`src/rtl/bsa_pkg.sv`:
```
// Shared definitions for the bit-serial adder: FSM encodings, default width,
// and the counter-width helper.
package bsa_pkg;

  typedef enum logic [1:0] {
    ST_IDLE  = 2'b00,
    ST_SHIFT = 2'b01,
    ST_DONE  = 2'b10
  } state_t;

  localparam int DEF_WIDTH = 8;

  // ceil(log2(w)), never less than 1 so the counter always has a bit
  function automatic int cnt_w(input int w);
    int r;
    r = 0;
    for (int i = 0; i < 6; i++)
      if ((1 << r) < w) r++;
    return (r < 1) ? 1 : r;
  endfunction

endpackage

```
`src/rtl/full_adder_cell.sv`:
```
// Combinational 1-bit full adder; the single primitive the serial datapath reuses.
module full_adder_cell (
  input  logic a,
  input  logic b,
  input  logic ci,
  output logic sum,
  output logic co
);

  assign sum = a ^ b ^ ci;
  assign co  = (a & b) | (a & ci) | (b & ci);

endmodule

```
`src/rtl/bit_serial_adder.sv`:
```
// WIDTH-bit adder that walks one full_adder_cell LSB-first over WIDTH cycles,
// with valid/ready handshakes on operand and result sides.
module bit_serial_adder
  import bsa_pkg::*;
#(
  parameter int WIDTH = DEF_WIDTH
) (
  input  logic             clk,
  input  logic             rst_n,
  input  logic             in_valid,
  output logic             in_ready,
  input  logic [WIDTH-1:0] a,
  input  logic [WIDTH-1:0] b,
  input  logic             cin,
  output logic             out_valid,
  input  logic             out_ready,
  output logic [WIDTH-1:0] sum,
  output logic             cout,
  output logic             busy
);

  localparam int CW = cnt_w(WIDTH);
  localparam logic [CW-1:0] LAST = CW'(WIDTH - 1);

  state_t           r_state;
  logic [CW-1:0]    r_cnt;
  logic             r_carry;
  logic [WIDTH-1:0] r_sh_a;
  logic [WIDTH-1:0] r_sh_b;
  logic [WIDTH-1:0] r_result;

  logic w_shift;
  logic w_cell_a;
  logic w_cell_b;
  logic w_cell_ci;
  logic w_cell_sum;
  logic w_cell_co;

  // Cell inputs are gated so it only ever sees live operand bits in SHIFT
  assign w_shift   = (r_state == ST_SHIFT);
  assign w_cell_a  = w_shift & r_sh_a[0];
  assign w_cell_b  = w_shift & r_sh_b[0];
  assign w_cell_ci = w_shift & r_carry;

  full_adder_cell u_cell (
    .a   (w_cell_a),
    .b   (w_cell_b),
    .ci  (w_cell_ci),
    .sum (w_cell_sum),
    .co  (w_cell_co)
  );

  always_ff @(posedge clk or negedge rst_n) begin
    if (!rst_n) begin
      r_state  <= ST_IDLE;
      r_cnt    <= '0;
      r_carry  <= 1'b0;
      r_sh_a   <= '0;
      r_sh_b   <= '0;
      r_result <= '0;
    end else begin
      case (r_state)
        ST_IDLE: begin
          if (in_valid) begin
            r_sh_a   <= a;
            r_sh_b   <= b;
            r_carry  <= cin;
            r_cnt    <= '0;
            r_result <= '0;
            r_state  <= ST_SHIFT;
          end
        end
        ST_SHIFT: begin
          // Sum bits enter at the MSB so after WIDTH shifts bit 0 lands at [0]
          r_result <= {w_cell_sum, r_result[WIDTH-1:1]};
          r_carry  <= w_cell_co;
          r_sh_a   <= r_sh_a >> 1;
          r_sh_b   <= r_sh_b >> 1;
          r_cnt    <= r_cnt + 1'b1;
          if (r_cnt == LAST) r_state <= ST_DONE;
        end
        ST_DONE: begin
          if (out_ready) r_state <= ST_IDLE;
        end
        default: r_state <= ST_IDLE;
      endcase
    end
  end

  assign in_ready  = (r_state == ST_IDLE);
  assign out_valid = (r_state == ST_DONE);
  assign busy      = (r_state == ST_SHIFT) || (r_state == ST_DONE);
  assign sum       = r_result;
  assign cout      = r_carry;

endmodule
```
`config.mk`:
```
export PLATFORM = sky130hd
export DESIGN_NAME = bit_serial_adder
export DESIGN_NICKNAME = d
export VERILOG_FILES = /design/src/rtl/bsa_pkg.sv /design/src/rtl/full_adder_cell.sv /design/src/rtl/bit_serial_adder.sv
export SDC_FILE = /design/constraint.sdc
export NUM_CORES = 1
export LEC_CHECK = 0
export CORE_MARGIN = 8
export CORE_UTILIZATION = 45
export CTS_BUF_LIST = sky130_fd_sc_hd__clkbuf_2
export CTS_CLUSTER_SIZE = 28
export DETAILED_ROUTE_END_ITERATION = 8
export PLACE_DENSITY_LB_ADDON = 0.1
export SETUP_SLACK_MARGIN = 0.4
export SLEW_MARGIN = 0
export SYNTH_ARGS = -nofsm -noshare
export SYNTH_HDL_FRONTEND = slang
export SYNTH_SLANG_ARGS = --single-unit
```
`constraint.sdc`:
```
create_clock -name clk -period 2.7 [get_ports clk]
set_input_delay 0.54 -clock clk [delete_from_list [all_inputs] [get_ports clk]]
set_output_delay 0.54 -clock clk [all_outputs]
set_load 0.005 [all_outputs]
```
==> out/metrics.yaml, run 1 <==
viasPerCell: 4.915
worst_setup_path_start_kind: "flip-flop"
areaGrowthSynthToFinish_pct: 28.12
synth_cell_types: 23
ios: 33
cts_buffer_depth: 2
clk_pin_slew_ns: 0.14
clk_latency_ns: 0.35
ys_ff_latch: 30
crit_required_ns: 2.16
timing.rr.start: "r_state[1]$_DFFE_PN0P_"
drtIter0Drc: 41
antenna_found_initial: 0
synth.avg_cell_area_um2: 11.94
min_period_ns: 2.179
netlist_instances: 136
grt_pass1_vias: 1195
vdd_ir_drop_max_uv: 704.8
grt_max_degree: 31
cp.arrival_ns: 1.64
antenna-diode-count: 0
netlist_area_um2: 1624
initial_core_util: 0.4574
fin_crit_sh: 0.8072
hold_viol: 0
cts_made_buffers: 5
finalMaxSlewViolations: 0
drt-pass1-iter-count: 2
yosysSeqAreaShare: 0.4622
core_um2: 3551
place.gp.congestion: 0.7329
critPathKind: "flip-flop to output port"
antenna_left: 0
grtUsageTotal: 0.1100
crit_slowest_cell: "clkdlybuf4s50_1"
startpoint: "r_state[0]$_DFFE_PN0P_"
tns_ns: 0
die_h_um: 76.08
critPathTopFamily: "buffers and inverters"
drive_gt1_frac: 0.3657
synth_fp_nets: 164
cts_sinks: 30
routed_wl_mm: 2.898
reg2reg_to: "sum[7]$_DFFE_PN0P_"
grt_overflow: 0
critPathMaxStageDelay_ns: 0.51
nNetsFinal: 202
worstPathMaxFanout: 3
vias: 1096
core.rowCount: 22
h-tree-depth: 2
port_buffers: 32
reg2regPathDepth: 5
rrSetupSlack_ns: 0.70
crit_chain: "inv_1 > ha_2 > clkdlybuf4s50_1"
cp_num_cells: 3
finalClockSkew_ns: 0.009708
placed_cell_area_um2: 2022
cap_violations: 0
end_kind: "output port"
root_buffer: "clkbuf_2"
finalSetupViolCount: 0
fp.dieArea_um2: 5787
yosysWarnings: 0
drc: 0
dpl.hpwl_mm: 2.205
rsz0062_at_grt: "false"
worst_pin_slew_ns: 0.6319
pwr_density_cell_nw_per_um2: 1038
crit_path_end: "out_valid"
cts_tree: "built"
grt_pass1_wl_mm: 5.299
hold_class: "flip-flop to flip-flop"
die_w_um: 76.08
worst-path-buf-inv: 2
design_area_um2: 2081
status: "completed"
p_leak_nw: 0.8973
max_slew_margin: 0.5697
max_freq_mhz: 458.9
wl_per_cell_um: 13.00
-- registers in the layout, summed over array words and instances (netlist names) --
signal,flops
cout,1
sum,8
r_state,2
r_sh_b,8
r_cnt,3
r_sh_a,8
-- worst min-delay path by stage --
| stage | startpoint | end | cells past startpoint |
|---|---|---|---|
| after floorplan | rst_n | cout$_DFFE_PN0P_ | 0 |
| after global placement | r_sh_b[0]$_DFFE_PN0P_ | r_sh_b[0]$_DFFE_PN0P_ | 2 |
| after detailed placement | r_sh_b[0]$_DFFE_PN0P_ | r_sh_b[0]$_DFFE_PN0P_ | 2 |
| after CTS | r_sh_b[0]$_DFFE_PN0P_ | r_sh_b[0]$_DFFE_PN0P_ | 2 |
| after global routing | r_sh_a[0]$_DFFE_PN0P_ | r_sh_a[0]$_DFFE_PN0P_ | 2 |
| final | r_sh_b[0]$_DFFE_PN0P_ | r_sh_b[0]$_DFFE_PN0P_ | 2 |
-- routing by layer --
layer	part of all wire	track usage
met4	0.020	0.05769
met1	0.41	0.1177
met5	0	0
met3	0.046	0.03302
met2	0.52	0.1902
-- through the flow --
stage          total power (W)  std cells  worst slack, ns    util  hold WS (ns)
4_1_cts               0.002193        222           0.4357  0.5832        0.5009
2_1_floorplan         0.001629        136           0.8097       -        0.2444
5_1_grt               0.002343        223           0.4233  0.5860        0.5234
6_report              0.002159        223           0.5207  0.5860        0.4912
3_5_place_dp          0.001966        214           0.6465  0.5694        0.4671
3_3_place_gp          0.001916        214           0.7126  0.5694        0.4580
-- synthesized netlist by cell type --
library cell  instances  area share
and2b_2               2       0.011
clkbuf_1              1      0.0023
and2_1                3       0.012
nand2_1               9       0.021
fa_1                  1       0.012
nand2_2              22       0.085
mux2i_1              16       0.099
a22o_1                3       0.016
ha_1                  6       0.046
mux2_2                1      0.0069
mux2_1                2       0.014
and2b_4               1      0.0062
inv_1                 4      0.0092
buf_4                 1      0.0046
o21ai_0               2      0.0062
buf_6                 1      0.0069
a31oi_1               2      0.0077
o21ai_2              22        0.12
dfrtp_1              30        0.46
buf_12                2       0.025
nor2b_1               1      0.0039
buf_2                 3      0.0092
a221oi_4              1       0.016
-- cells by family (layout without fill, tap and decap cells) --
kind of cell | count (synthesis) | count (layout) | synth area share
simple gates | 38 | 38 | 0.1379
compound gates | 30 | 30 | 0.1649
fa+ha+maj | 7 | 7 | 0.05855
buf+inv | 12 | 51 | 0.05701
mux | 19 | 19 | 0.1194
flops | 30 | 30 | 0.4622
-- layout make-up --
| cell class | instances | area, um2 |
|---|---|---|
| flip-flops and latches | 30 | 750.7 |
| fillers | 289 | 1470 |
| repair buffers | 39 | 410.4 |
| multi-input cells | 94 | 808.3 |
| clock buffers | 5 | 25.02 |
| inverters | 4 | 15.01 |
| clock inverters | 3 | 11.26 |
| well taps | 48 | 60.06 |
-- power by group --
part	internal (W)	switching, W
Combinational	0.000624	0.000611
Clock	0.0000552	0.000144
Sequential	0.000615	0.000111
Total	0.00129	0.000865
-- timing repair --
item | CTS | global route
buffers inserted | 0 | 1
hold endpoints to repair | 0 | 0
endpoints found under the setup margin | 1 | 1
hold buffers | 0 | 0
cloned | 0 | 0
resized for setup | 2 | 1
-- tightest hold or removal path, delay by kind of cell, from the launching register on --
kind	cells	cell delay, ns
flip-flops	1	0.38
AND/OR/NAND/NOR	1	0.05
AO/OA/AOI/OAI	1	0.04
-- cell usage in the layout, fill, tap and decap left out --
| master | n |
|---|---|
| a221oi_4 | 1 |
| a22o_1 | 3 |
| a31oi_1 | 2 |
| and2_1 | 3 |
| and2b_2 | 2 |
| and2b_4 | 1 |
| buf_12 | 3 |
| buf_4 | 4 |
| clkbuf_2 | 5 |
| clkdlybuf4s50_1 | 32 |
| clkinv_1 | 3 |
| dfrtp_1 | 30 |
| fa_1 | 1 |
| ha_1 | 4 |
| ha_2 | 1 |
| ha_4 | 1 |
| inv_1 | 4 |
| mux2_1 | 2 |
| mux2_2 | 1 |
| mux2i_1 | 15 |
| mux2i_4 | 1 |
| nand2_1 | 9 |
| nand2_2 | 22 |
| nor2b_1 | 1 |
| o21ai_0 | 2 |
| o21ai_2 | 22 |
Power figures use the tool's default switching activity.
==> inputs of run 2 (changes only) <==
Clock period 2.7 ns to 2.14 ns, I/O delays scaled along.
==> run 2 against run 1 <==
Die area unchanged; first-iteration DRC count up 24%; register-to-register slack worse by 0.24 ns; sequential share of layout area down 2.0 points; flip-flop and latch count unchanged.
==> out/metrics.yaml, run 2 (same netlist as run 1, synthesis figures left out) <==
stdcell_count: 237  # was 223
rrSetupSlack_ns: 0.46  # was 0.70 ns
fin_ws_ns: 0.4576  # was 0.5207 ns
fin_crit_sh: 0.7862
antenna_found_initial: 0  # unchanged
min_period_ns: 1.682
fp.dieArea_um2: 5787  # unchanged
crit_chain: "clkdlybuf4s50_1"  # was inv_1 > ha_2 > clkdlybuf4s50_1
die_h_um: 76.08  # unchanged
worstPathMaxFanout: 2  # was 3
hold_viol: 0  # unchanged
h-tree-depth: 2  # unchanged
clk_pin_slew_ns: 0.16  # was 0.14 ns
layout_common_cells: "dfrtp_1 (30), clkdlybuf4s50_1 (23), nand2_2 (22), o21ai_2 (22), buf_4 (20)"  # was clkdlybuf4s50_1 (32), dfrtp_1 (30), nand2_2 (22), o21ai_2 (22), mux2i_1 (15)
initial_core_util: 0.4574  # unchanged
critPathMaxStageDelay_ns: 0.50  # was 0.51 ns
dp_slack_ns: 0.2228  # was 0.6465 ns
seq_power_share: 0.325  # was 0.336
mostFrequentLayoutCell: "dfrtp_1"  # was clkdlybuf4s50_1
grt_overflow: 0  # unchanged
critPathTopFamily: "buffers and inverters"  # unchanged
drc: 0  # unchanged
place.gp.congestion: 0.7125  # was 0.7329
cap_violations: 0  # unchanged
status: "completed"  # unchanged
top_layer_used: "met4"  # unchanged
grtUsageTotal: 0.1143  # was 0.1100
routed_wl_mm: 3.154  # was 2.898 mm
p_comb_frac: 0.576  # was 0.572
max_freq_mhz: 594.4
viasPerCell: 4.797  # was 4.915
worst_pin_slew_ns: 0.3889  # was 0.6319 ns
die_w_um: 76.08  # unchanged
fill_cells: 311  # was 289
p_switching_w: 0.001142  # was 0.0008654 W
wl_per_cell_um: 13.31  # was 13.00 um
cp.arrival_ns: 1.25  # was 1.64 ns
switching_share: 0.4088  # was 0.4008
clkPwrFrac: 0.099  # was 0.092
met2WireLength_mm: 1.650  # was 1.505 mm
reg2regPathDepth: 6  # was 5
core_um2: 3551  # unchanged
hold_buffers: 0  # unchanged
pwr_density_cell_nw_per_um2: 1270  # was 1038 nW/um2
cts_made_buffers: 5  # unchanged
cp_num_cells: 1  # was 3
finalSetupViolCount: 0  # unchanged
finalMaxSlewViolations: 0  # unchanged
dpl.hpwl_mm: 2.179  # was 2.205 mm
register_area_um2: 750.7  # unchanged
wl_met3_um: 94  # was 133 um
worst_setup_path_start_kind: "flip-flop"  # unchanged
vdd_ir_drop_max_uv: 1602  # was 704.8 uV
areaGrowthSynthToFinish_pct: 35.52  # was 28.12%
final_util: 0.6198  # was 0.5860
drt-pass1-iter-count: 4  # was 2
tns_ns: 0  # unchanged
nNetsFinal: 216  # was 202
p_int_w: 0.001652  # was 0.001294 W
max_slew_margin: 0.7407  # was 0.5697
hold_class: "input port to async pin"  # was flip-flop to flip-flop
end_kind: "output port"  # unchanged
grt_pass1_wl_mm: 5.395  # was 5.299 mm
grt_pass1_vias: 1195  # unchanged
port_buffers: 32  # unchanged
cts_tree: "built"  # unchanged
vias: 1137  # was 1096
rsz0062_at_grt: "false"  # unchanged
critPathKind: "flip-flop to output port"  # unchanged
cts_sinks: 30  # unchanged
drive_gt1_frac: 0.4603  # was 0.3657
antenna-diode-count: 0  # unchanged
crit_required_ns: 1.71  # was 2.16 ns
finalClockSkew_ns: 0.01485  # was 0.009708 ns
root_buffer: "clkbuf_2"  # unchanged
cts_buffer_depth: 2  # unchanged
antenna_left: 0  # unchanged
worst-path-buf-inv: 1  # was 2
clk_latency_ns: 0.36  # was 0.35 ns
p_leak_nw: 1.067  # was 0.8973 nW
multi_input_area_um2: 845.8  # was 808.3 um2
place_inst: 211  # was 214
crit_slowest_cell: "clkdlybuf4s50_1"  # unchanged
drtIter0Drc: 51  # was 41
whs_ns: 0.4400  # was 0.4912 ns
ios: 33  # unchanged
grt_max_degree: 49  # was 31
core.rowCount: 22  # unchanged
wl_met1_mm: 1.352  # was 1.199 mm
-- run 2: power groups by stage --
| stage | clock, W | combinational, W | sequential, W |
|---|---|---|---|
| after floorplan | 0 | 0.00120 | 0.000908 |
| after global placement | 0 | 0.00141 | 0.000931 |
| after detailed placement | 0 | 0.00145 | 0.000945 |
| after CTS | 0.000289 | 0.00166 | 0.000911 |
| after global routing | 0.000305 | 0.00177 | 0.000932 |
| final | 0.000276 | 0.00161 | 0.000908 |
-- run 2: timing repair --
| action | CTS | global route |
|---|---|---|
| pin swaps | 1 | 0 |
| gates resized for setup | 14 | 6 |
| setup endpoints to repair | 39 | 7 |
| setup buffers | 17 | 1 |
-- run 2: stage by stage --
step / total power [W] / area [um2]
floorplan: 0.002109 / 1655
global placement: 0.002338 / 1992
detailed placement: 0.002398 / 1992
CTS: 0.002861 / 2186
global route: 0.003008 / 2201
finish: 0.002794 / 2201
-- run 2: metal layers --
layer,track usage,vias to the layer above
li1,-,585
met1,0.1197,522
met2,0.2031,23
met3,0.03302,7
met4,0.05769,0
met5,0,-
-- run 2: final timing paths --
kind                                              from               endpoint
max in group asynchronous                        rst_n  r_sh_b[6]$_DFFE_PN0P_
worst min register to register   r_sh_b[0]$_DFFE_PN0P_  r_sh_b[0]$_DFFE_PN0P_
worst max-delay path                  cout$_DFFE_PN0P_                   cout
min in group clk                 r_sh_b[0]$_DFFE_PN0P_  r_sh_b[0]$_DFFE_PN0P_
worst max register to register  r_state[1]$_DFFE_PN0P_     sum[7]$_DFFE_PN0P_
worst min-delay path                             rst_n     sum[1]$_DFFE_PN0P_
-- run 2: final cells by class --
class / instances / share of cell area
clock buffer: 6 / 0.01364
tap: 48 / 0.02729
inverter: 4 / 0.006822
multi-input combinational: 94 / 0.3843
sequential: 30 / 0.3411
timing repair buffer: 53 / 0.2229
clock inverter: 2 / 0.003980
==> inputs of run 3 (changes only) <==
Clock period 2.14 ns to 1.4 ns, I/O delays scaled along.
==> run 3 against run 2 <==
The flow now finishes with violations (negative setup slack); clock-buffer cell count is the same; global-route usage grew 2.6 points; setup slack lost 0.75 ns; utilization grew 11 points; cell count grew 9.3%; sequential power grew 59%; clock power grew 55%; clock skew shrank 0.0040 ns; critical path depth grew 6; sequential share of layout area shrank 5.3 points; highest routed layer unchanged.
==> out/metrics.yaml, run 3 (same netlist as run 1, synthesis figures left out) <==
worst_setup_path_start_kind: "flip-flop"  # unchanged
tns_ns: -7.670  # was 0 ns
top_layer_used: "met4"  # unchanged
crit_required_ns: 1.66  # was 1.71 ns
port_buffers: 32  # unchanged
timing.rr.start: "r_state[1]$_DFFE_PN0P_"  # unchanged
grt_max_degree: 31  # was 49
die_h_um: 76.08  # unchanged
cts_sinks: 30  # unchanged
fin_ws_ns: -0.2892  # was 0.4576 ns
met2WireLength_mm: 2.223  # was 1.650 mm
antenna-diode-count: 0  # unchanged
h-tree-depth: 2  # unchanged
pwr_density_cell_nw_per_um2: 2287  # was 1270 nW/um2
mostFrequentLayoutCell: "dfrtp_1"  # unchanged
areaGrowthSynthToFinish_pct: 60.17  # was 35.52%
root_buffer: "clkbuf_2"  # unchanged
reg2reg_to: "sum[7]$_DFFE_PN0P_"  # unchanged
whs_ns: 0.2683  # was 0.4400 ns
worst_pin_slew_ns: 0.2659  # was 0.3889 ns
place.gp.congestion: 0.7517  # was 0.7125
grt_pass1_vias: 1410  # was 1195
drc: 0  # unchanged
cts_made_buffers: 5  # unchanged
stdcell_count: 259  # was 237
final_util: 0.7326  # was 0.6198
end_kind: "flip-flop"  # was output port
critPathKind: "flip-flop to flip-flop"  # was flip-flop to output port
drtIter0Drc: 41  # was 51
status: "finished, violations left"  # was completed
wl_met1_mm: 1.711  # was 1.352 mm
violations: "negative setup slack"
cp.arrival_ns: 1.95  # was 1.25 ns
grt_pass1_wl_mm: 6.665  # was 5.395 mm
cts_buffer_depth: 2  # unchanged
worstPathMaxFanout: 3  # was 2
cts_tree: "built"  # unchanged
fp.dieArea_um2: 5787  # unchanged
cap_violations: 0  # unchanged
vdd_ir_drop_max_uv: 1397  # was 1602 uV
drive_gt1_frac: 0.6019  # was 0.4603
place_inst: 224  # was 211
viasPerCell: 4.942  # was 4.797
rsz0062_at_grt: "true"  # was false
max_freq_mhz: 592.0
wl_per_cell_um: 16.20  # was 13.31 um
p_leak_nw: 1.248  # was 1.067 nW
fin_crit_sh: 1.207
antenna_left: 0  # unchanged
clk_pin_slew_ns: 0.16  # about the same
antenna_found_initial: 0  # unchanged
nNetsFinal: 238  # was 216
clk_latency_ns: 0.35  # was 0.36 ns
hold_viol: 0  # unchanged
ios: 33  # unchanged
grtUsageTotal: 0.1402  # was 0.1143
routed_wl_mm: 4.196  # was 3.154 mm
drt-pass1-iter-count: 4  # unchanged
core.rowCount: 22  # unchanged
initial_core_util: 0.4574  # unchanged
wl_met3_um: 212  # was 94 um
core_um2: 3551  # unchanged
finalMaxSlewViolations: 0  # unchanged
grt_overflow: 0  # unchanged
vias: 1280  # was 1137
finalClockSkew_ns: 0.01088  # was 0.01485 ns
die_w_um: 76.08  # unchanged
power.total_w: 0.005949  # was 0.002794 W
min_period_ns: 1.689
hold_class: "input port to async pin"  # unchanged
dpl.hpwl_mm: 2.437  # was 2.179 mm
reg2regPathDepth: 7  # was 6
finalSetupViolCount: 33  # was 0
layout_common_cells: "dfrtp_1 (30), o21ai_2 (22), clkdlybuf4s50_1 (20)"  # was dfrtp_1 (30), clkdlybuf4s50_1 (23), nand2_2 (22), o21ai_2 (22), buf_4 (20)
rrSetupSlack_ns: -0.29  # was 0.46 ns
max_slew_margin: 0.8228  # was 0.7407
-- run 3: cell count changes in the layout (fill, tap and decap cells not counted), moves of 3 or more --
cell | previous run | this run
dlymetal6s2s_1 | 5 | 0
nand2_4 | 0 | 12
buf_12 | 1 | 4
buf_16 | 0 | 3
mux2_4 | 0 | 3
clkdlybuf4s50_1 | 23 | 20
nand2_2 | 22 | 10
buf_2 | 1 | 10
buf_6 | 0 | 17
-- run 3: routing by layer --
layer | vias up | GRT usage
li1 | 618 | -
met1 | 626 | 0.1609
met2 | 29 | 0.2408
met3 | 7 | 0.04245
met4 | 0 | 0.04808
met5 | - | 0
-- run 3: stage by stage --
step | area (um2) | setup WS [ns]
final | 2601 | -0.2892
after global routing | 2601 | -0.3618
after CTS | 2457 | -0.2922
after detailed placement | 2115 | -0.2445
after global placement | 2115 | -0.2144
after floorplan | 1674 | -0.2918
-- run 3: power by group --
group | switching, W | internal, W
combinational | 0.00172 | 0.00236
sequential | 0.000258 | 0.00119
clock | 0.000303 | 0.000123
-- run 3: area by class of cell --
| class | count | area, um2 |
|---|---|---|
| Fill cell | 250 | 949.7 |
| Multi-Input combinational cell | 94 | 937.1 |
| Timing Repair Buffer | 75 | 797.0 |
| Sequential cell | 30 | 750.7 |
| Tap cell | 48 | 60.06 |
| Clock buffer | 6 | 30.03 |
| Inverter | 4 | 17.52 |
| Clock inverter | 2 | 8.758 |
-- run 3: worst max-delay path, stage by stage, from the launching register on --
cell,delay [ns]
dfrtp_1,0.43
inv_2,0.08
buf_6,0.11
buf_6,0.09
ha_4,0.13
and2_4,0.14
fa_2,0.43
a22o_1,0.20
-- run 3: worst max path at each step --
stage	from	endpoint	slack (ns)	cells after the start
5_1_grt	r_state[1]$_DFFE_PN0P_	sum[7]$_DFFE_PN0P_	-0.36	7
3_5_place_dp	r_state[0]$_DFFE_PN0P_	in_ready	-0.24	3
6_report	r_state[1]$_DFFE_PN0P_	sum[7]$_DFFE_PN0P_	-0.29	7
4_1_cts	r_state[1]$_DFFE_PN0P_	sum[7]$_DFFE_PN0P_	-0.29	7
3_3_place_gp	r_state[0]$_DFFE_PN0P_	in_ready	-0.21	3
2_1_floorplan	r_state[0]$_DFFE_PN0P_	sum[7]$_DFFE_PN0P_	-0.29	6
-- run 3: repair_timing --
| action | in CTS | in global routing |
|---|---|---|
| hold buffers | 0 | 0 |
| gates resized for setup | 81 | 16 |
| gates cloned | 3 | 3 |
| pin swaps | 18 | 17 |
| buffers inserted | 19 | 2 |
| endpoints found under the setup margin | 42 | 42 |
